$ cat config.mk
export PLATFORM = sky130hd
export DESIGN_NAME = serial_subtractor_42_15
export DESIGN_NICKNAME = d
export VERILOG_FILES = /design/src/rtl/serial_subtractor_42_15.sv
export SDC_FILE = /design/constraint.sdc
export NUM_CORES = 1
export LEC_CHECK = 0
export ABC_CLOCK_PERIOD_IN_PS = 3650
export CAP_MARGIN = 10
export CORE_ASPECT_RATIO = 1.4
export CORE_MARGIN = 2
export CORE_UTILIZATION = 50
export DETAILED_ROUTE_END_ITERATION = 10
export PLACE_DENSITY_LB_ADDON = 0.1
export SLEW_MARGIN = 20
export SYNTH_ARGS = -nofsm -noshare
export SYNTH_HDL_FRONTEND = slang
export SYNTH_SLANG_ARGS = --single-unit
$ cat constraint.sdc
create_clock -name clk -period 3.65 [get_ports clk]
set_clock_uncertainty 0.05 [all_clocks]
set_input_delay 0.73 -clock clk [delete_from_list [all_inputs] [get_ports clk]]
set_output_delay 0.73 -clock clk [all_outputs]
set_load 0.02 [all_outputs]
$ cat src/rtl/serial_subtractor_42_15.sv
// Digit-serial unsigned subtractor: Diff = A - zero_extend(B), DIGIT bits per clock.
// Borrow ripples between digits through a single flop; valid/ready on both sides.
module serial_subtractor_42_15 #(
    parameter int A_WIDTH = 42,
    parameter int B_WIDTH = 15,
    parameter int DIGIT   = 7
) (
    input  logic               clk,
    input  logic               rst,
    input  logic               in_valid,
    output logic               in_ready,
    input  logic [A_WIDTH-1:0] A,
    input  logic [B_WIDTH-1:0] B,
    output logic               out_valid,
    input  logic               out_ready,
    output logic [A_WIDTH:0]   Diff
);

    localparam int NUM_DIGITS = A_WIDTH / DIGIT;
    localparam int CNT_W      = (NUM_DIGITS > 1) ? $clog2(NUM_DIGITS) : 1;

    generate
        if (A_WIDTH % DIGIT != 0) begin : g_badDigit
            $error("A_WIDTH must be a multiple of DIGIT");
        end
        if (B_WIDTH > A_WIDTH) begin : g_badWidth
            $error("B_WIDTH must not exceed A_WIDTH");
        end
        if (NUM_DIGITS < 2) begin : g_tooFewDigits
            $error("A_WIDTH must span at least two digits");
        end
    endgenerate

    typedef enum logic [1:0] {
        S_IDLE,
        S_RUN,
        S_DONE
    } state_t;

    state_t             r_state;
    state_t             w_nextState;
    logic [A_WIDTH-1:0] r_a;
    logic [A_WIDTH-1:0] r_b;
    logic [A_WIDTH-1:0] r_res;
    logic               r_borrow;
    logic [CNT_W-1:0]   r_cnt;
    logic [A_WIDTH:0]   r_diff;

    logic [A_WIDTH-1:0] w_bExt;
    logic [DIGIT:0]     w_digitDiff;
    logic               w_lastDigit;
    logic               w_accept;

    assign w_bExt      = A_WIDTH'(B);
    assign w_lastDigit = (r_cnt == CNT_W'(NUM_DIGITS - 1));
    assign w_accept    = in_valid && (r_state == S_IDLE);

    // The low digit of the shifting operands is always the one being processed;
    // bit DIGIT of the widened difference doubles as the outgoing borrow.
    assign w_digitDiff = {1'b0, r_a[DIGIT-1:0]}
                       - {1'b0, r_b[DIGIT-1:0]}
                       - {{DIGIT{1'b0}}, r_borrow};

    always_ff @(posedge clk) begin
        if (rst) begin
            r_state <= S_IDLE;
        end else begin
            r_state <= w_nextState;
        end
    end

    always_comb begin
        w_nextState = r_state;
        in_ready    = 1'b0;
        out_valid   = 1'b0;
        case (r_state)
            S_IDLE: begin
                in_ready = 1'b1;
                if (in_valid) begin
                    w_nextState = S_RUN;
                end
            end
            S_RUN: begin
                if (w_lastDigit) begin
                    w_nextState = S_DONE;
                end
            end
            S_DONE: begin
                out_valid = 1'b1;
                if (out_ready) begin
                    w_nextState = S_IDLE;
                end
            end
            default: begin
                w_nextState = S_IDLE;
            end
        endcase
    end

    // Result digits enter from the top so after NUM_DIGITS shifts they sit in place.
    always_ff @(posedge clk) begin
        if (rst) begin
            r_a      <= '0;
            r_b      <= '0;
            r_res    <= '0;
            r_borrow <= 1'b0;
            r_cnt    <= '0;
            r_diff   <= '0;
        end else if (w_accept) begin
            r_a      <= A;
            r_b      <= w_bExt;
            r_borrow <= 1'b0;
            r_cnt    <= '0;
        end else if (r_state == S_RUN) begin
            r_a      <= r_a >> DIGIT;
            r_b      <= r_b >> DIGIT;
            r_res    <= {w_digitDiff[DIGIT-1:0], r_res[A_WIDTH-1:DIGIT]};
            r_borrow <= w_digitDiff[DIGIT];
            r_cnt    <= r_cnt + CNT_W'(1);
            if (w_lastDigit) begin
                r_diff <= {w_digitDiff[DIGIT], w_digitDiff[DIGIT-1:0], r_res[A_WIDTH-1:DIGIT]};
            end
        end
    end

    assign Diff = r_diff;

endmodule
## After elaboration in Yosys (flattened, before gate mapping)

Cells that the tools add are included.

| storage, ports and cells | value |
|---|---|
| bits in registers | 148 |
| input port bits | 61 |
| logic and storage cells | 34 |

| cells by class | value |
|---|---|
| add/subtract/negate cells | 3 |
| equal/unequal tests | 6 |
| mux-type cells | 10 |
| bitwise operators | 1 |
| reduce and logical (&&, ||, !) cells | 7 |

Operators with widths:

| operator | count |
|---|---|
| 42-bit two-way mux | 2 |
| 15-bit two-way mux | 2 |
| 7-bit by 7-bit subtractor with 8-bit output | 1 |
| 8-bit by 1-bit subtractor with 8-bit output | 1 |
| 2-bit two-way mux | 3 |
| 2-bit inequality test (second input constant) | 3 |
| 2-bit one-hot mux with 3 select lines | 1 |
| 3-bit AND reduction | 2 |
| 3-bit by 1-bit adder with 3-bit output (second input constant) | 1 |
| 3-bit == test (second input constant) | 1 |
| 2-bit by 1-bit == test with 1-bit output (second input constant) | 1 |
| 2-bit == test (second input constant) | 1 |
| 2-bit logical NOT | 1 |
| 1-bit two-way mux | 2 |
| 2-bit AND reduction | 1 |
| 2-bit nonzero test | 1 |
| 2-bit OR reduction | 1 |
| 1-bit logical AND | 1 |
| 1-bit inverter | 1 |

## Longest topological paths before layout

| depth | value |
|---|---|
| depth after elaboration | 4 |
| gate-level depth with buffers | 8 |
| gate-level depth less buffers | 8 |

## Worst setup path after synthesis

OpenSTA, ideal clock, no wires.

| timing path | value |
|---|---|
| path kind | reg-to-reg |
| start point | reg r_b[0] |
| end point | reg r_diff[41] (netlist: Diff[41]) |
| setup time | 0.093 ns |
| arrival | 2.128 ns |
| path slack | 1.379 ns |
| cell stages (with the launch flop) | 8 |
| path through | dfxtp_1 inv_1 fa_1 fa_1 nand2b_1 a2111o_1 and2_4 o311ai_2 |

| on the way | value |
|---|---|
| longest elaborated chain between the ends | 2 |

Ends and longest elaborated chain:

| what | RTL line | RTL |
|---|---|---|
| from (decl) | 43 | `logic [A_WIDTH-1:0] r_b;` |
| from (signal assigned) | 111 | `r_b <= w_bExt;` |
| from (signal assigned) | 116 | `r_b <= r_b >> DIGIT;` |
| 7-bit by 7-bit subtractor with 8-bit output | 61 | `- {1'b0, r_b[DIGIT-1:0]}` |
| 8-bit by 1-bit subtractor with 8-bit output | 62 | `- {{DIGIT{1'b0}}, r_borrow};` |
| to (signal assigned) | 121 | `r_diff <= {w_digitDiff[DIGIT], w_digitDiff[DIGIT-1:0], r_res[A_WIDTH-1:DIGIT]};` |
| to (decl) | 47 | `logic [A_WIDTH:0] r_diff;` |

Every way passes these cells.
A chain may end at the register's enable or synchronous reset.

## Worst setup path after layout

| timing path | value |
|---|---|
| start point | reg r_state[1] |
| end point | out out_valid |

| on the way | value |
|---|---|
| longest elaborated chain between the ends | 2 |

Ends and longest elaborated chain:

| what | RTL line | RTL |
|---|---|---|
| from (decl) | 40 | `state_t r_state;` |
| from (signal assigned) | 68 | `r_state <= w_nextState;` |
| 2-bit == test | 76 | `case (r_state)` |
| 1-bit two-way mux | 76 |  |
| to (decl) | 14 | `output logic out_valid,` |

Every way passes these cells.

==> impl_results.md <==
- Synth Instances: between 600 and 700
- Antenna diodes: 0
- Cell area after synthesis: ~5700 sq um
- Worst hold stages: 2
- CP endpoint kind: output pin
- Slew HR: 0.297
- Rows: 46
- Placed insts: 900
- Critical path, cell by cell: inv_1 > nor2_1 > clkdlybuf4s50_1
- Fin crit share: 0.686
- GRT overflow: 0
- Max FO, Critical Path: 6
- Layout cells sized above 1: 0.0558
- Hold Crit Start: Diff[26]$_SDFFE_PP0P_
- Slowest CP cell: clkdlybuf4s50_1
- Final nets: about 850
- Initial antenna violation count: 0
- Area after DPL: 6730 sq um
- RSZ-0062 raised after global routing: false
- Post-CTS Setup Inserts: 0
- Yosys warning total: 0
- DRT Pass-1 Iters: 5
- Most frequent cells in the layout: nand2_1, dfxtp_1, a21oi_1
- Pwr dens: between 500 and 600 nW/um^2
- Dpl hpwl: 8.90 mm
- Number of vias per cell: 5.41
- Critical Path RT: approximately 2.9 ns
- Via Count: a little over 5000
- CTS resizes: 0
- Min Tclk post-route: between 2 and 3 ns
- R2R depth: 7
- Netlist cell types: 41
- Core ar.: 11200 sq um
- Largest cells by area after synthesis: dfxtp_1, nand2_1, a21oi_1
- Total Routing Usage GR: 0.225
- Final WL: around 13 mm
- F_max: ~400 MHz
- DIE HEIGHT: about 130 microns
- DIE WIDTH: around 94 microns
- Worst-Margin Slew: approximately 1.1 ns
- Most common cell after layout, fill and taps aside: nand2_1
- Total die area: 12300 sq um
- Avg Cell Area, Syn: just over 8 sq um
- Multi-input logic area: approximately 2600 sq um
- CTS tree: built
- CTS hold repair buffers: 0
- CTS Buffer Depth: 2
- Endpoints failing setup: 0
- Hold WS: approximately 0.40 ns
- Max H-tree Level: 4
- DR WL/cell: roughly 14 microns
- P&R area growth vs syn: 28.3%
- Final Max Slew Viols: 0
- Final instance area: about 7300 sq um
- TNS Setup: 0 ns
- # clock sinks: approximately 140
- Final std cells w/o fill: between 900 and 1000
- Synth top area share: 0.494
- Vias in the first global route: between 4000 and 5000
- Seq. cell area: 2820 sq um
- Maxcap violations: 0
- Post-synth top flop: dfxtp_1
- EDFF count, synth: 0
- Sequential share of the synthesized area: 0.494
- Fillers: 1021
- CTS Root Cell: clkbuf_16
- Crit start category: flop
- DRC Markers: 0
- Final hold vios: 0
- I/O pin count: 106
- R2R Setup Slk: approximately 1.2 ns
- TritonCTS Buffers: 17
- Initial core utilization: 0.509
- Pin count of the biggest net entering global routing: between 100 and 150
- Leading area contributor after synthesis: dfxtp_1
- Peak VDD IR: approximately 0.38 mV
- Initial DRC count: about 230
- Asr flop ratio synth: 0
- Clk_lat worst skew: about 0.42 ns
- First-pass GRT wire length: about 22 mm
- Hold path endpoint: Diff[26]$_SDFFE_PP0P_
- CP arrival: approximately 1.7 ns
- FF-to-FF End: Diff[41]$_SDFFE_PP0P_
- Leakage: 2.55 nW
- Worst path max stage delay: about 0.61 ns
- Worst-path clk slew: 0.06 ns
- Synthesized Nets: ~780
- GPL Wtd Cong: just over 0.8
- Status: finished, final reports clean
- Remaining antenna violation count: 0
- Reg2reg start: r_b[0]$_SDFFE_PP0P_
- Hold Crit Class: reg2reg
- WS Path Type: reg2out
- Seq cells post-synth: roughly 140
- IO buf count: 105
-- stage by stage --
step	util	total power [mW]	worst slack (ns)
floorplan	-	1.98	1.38
global placement	0.599	2.10	1.12
detailed placement	0.599	2.11	1.11
CTS	0.653	3.85	1.13
global route	0.653	3.97	1.04
finish	0.653	3.83	1.14
-- critical path, delay by kind of cell (launching register included) --
family	cells	cell delay, ns
flops	1	0.45
buf+inv	2	0.73
simple gates	1	0.12
-- routing by layer --
metal	part of all wire	global-route usage	vias to the layer above
met5	0	0	-
met4	0.025	0.113	0
met3	0.044	0.0522	29
met2	0.52	0.388	134
met1	0.41	0.263	2345
li1	-	-	2537
-- synthesized netlist by cell type, types with 2 or more instances --
master	count
o31ai_1	2
nor3_1	11
nor2b_1	2
nand2b_1	5
and2_1	2
clkbuf_1	14
fa_1	2
o21ai_0	2
a211oi_1	5
nand3_1	29
or3_1	2
xor2_1	2
buf_6	3
a21oi_1	129
buf_1	6
ha_1	14
buf_2	28
dfxtp_1	141
o2111ai_1	3
nand2_1	198
inv_1	21
or4_1	2
a22oi_1	43
nor2_4	2
xnor2_1	3
nor2_1	10
o311ai_2	2
a31oi_1	2
-- power by group --
part	internal [mW]	leakage (nW)	switching, mW
registers	1.60	1.15	0.0409
logic	0.185	1.12	0.256
clock network	1.08	0.284	0.668
-- sequential cells by signal, summed over array words and instances (netlist names) --
signal,flops
Diff,43
r_a,42
r_b,15
r_borrow,1
r_cnt,3
r_res,35
r_state,2
-- cell type report --
type	count	share of cell area
Clock buffer	19	0.0591
Clock inverter	13	0.0227
Inverter	21	0.0108
Multi-Input combinational cell	484	0.349
Sequential cell	141	0.385
Tap cell	144	0.0246
Timing Repair Buffer	110	0.148
-- worst max path at each step --
stage                                 start                     to  slack (ns)
floorplan               r_b[0]$_SDFFE_PP0P_  Diff[41]$_SDFFE_PP0P_        1.38
global placement                   in_valid    r_a[6]$_SDFFE_PP0P_        1.12
detailed placement                 in_valid    r_b[5]$_SDFFE_PP0P_        1.11
CTS                 r_state[1]$_SDFFE_PP0P_              out_valid        1.13
global route        r_state[1]$_SDFFE_PP0P_              out_valid        1.04
finish              r_state[1]$_SDFFE_PP0P_              out_valid        1.14
-- cell families after synthesis --
| kind of cell | count (synthesis) | synth area share |
|---|---|---|
| and+or+nand+nor | 269 | 0.199 |
| buffers and inverters | 73 | 0.0587 |
| AOI/OAI and AO/OA | 194 | 0.202 |
| DFF | 141 | 0.494 |
| adders and majority gates | 16 | 0.0377 |
| xor gates and xnor gates | 5 | 0.00767 |
Note: power is estimated with default switching activity, not from simulation.
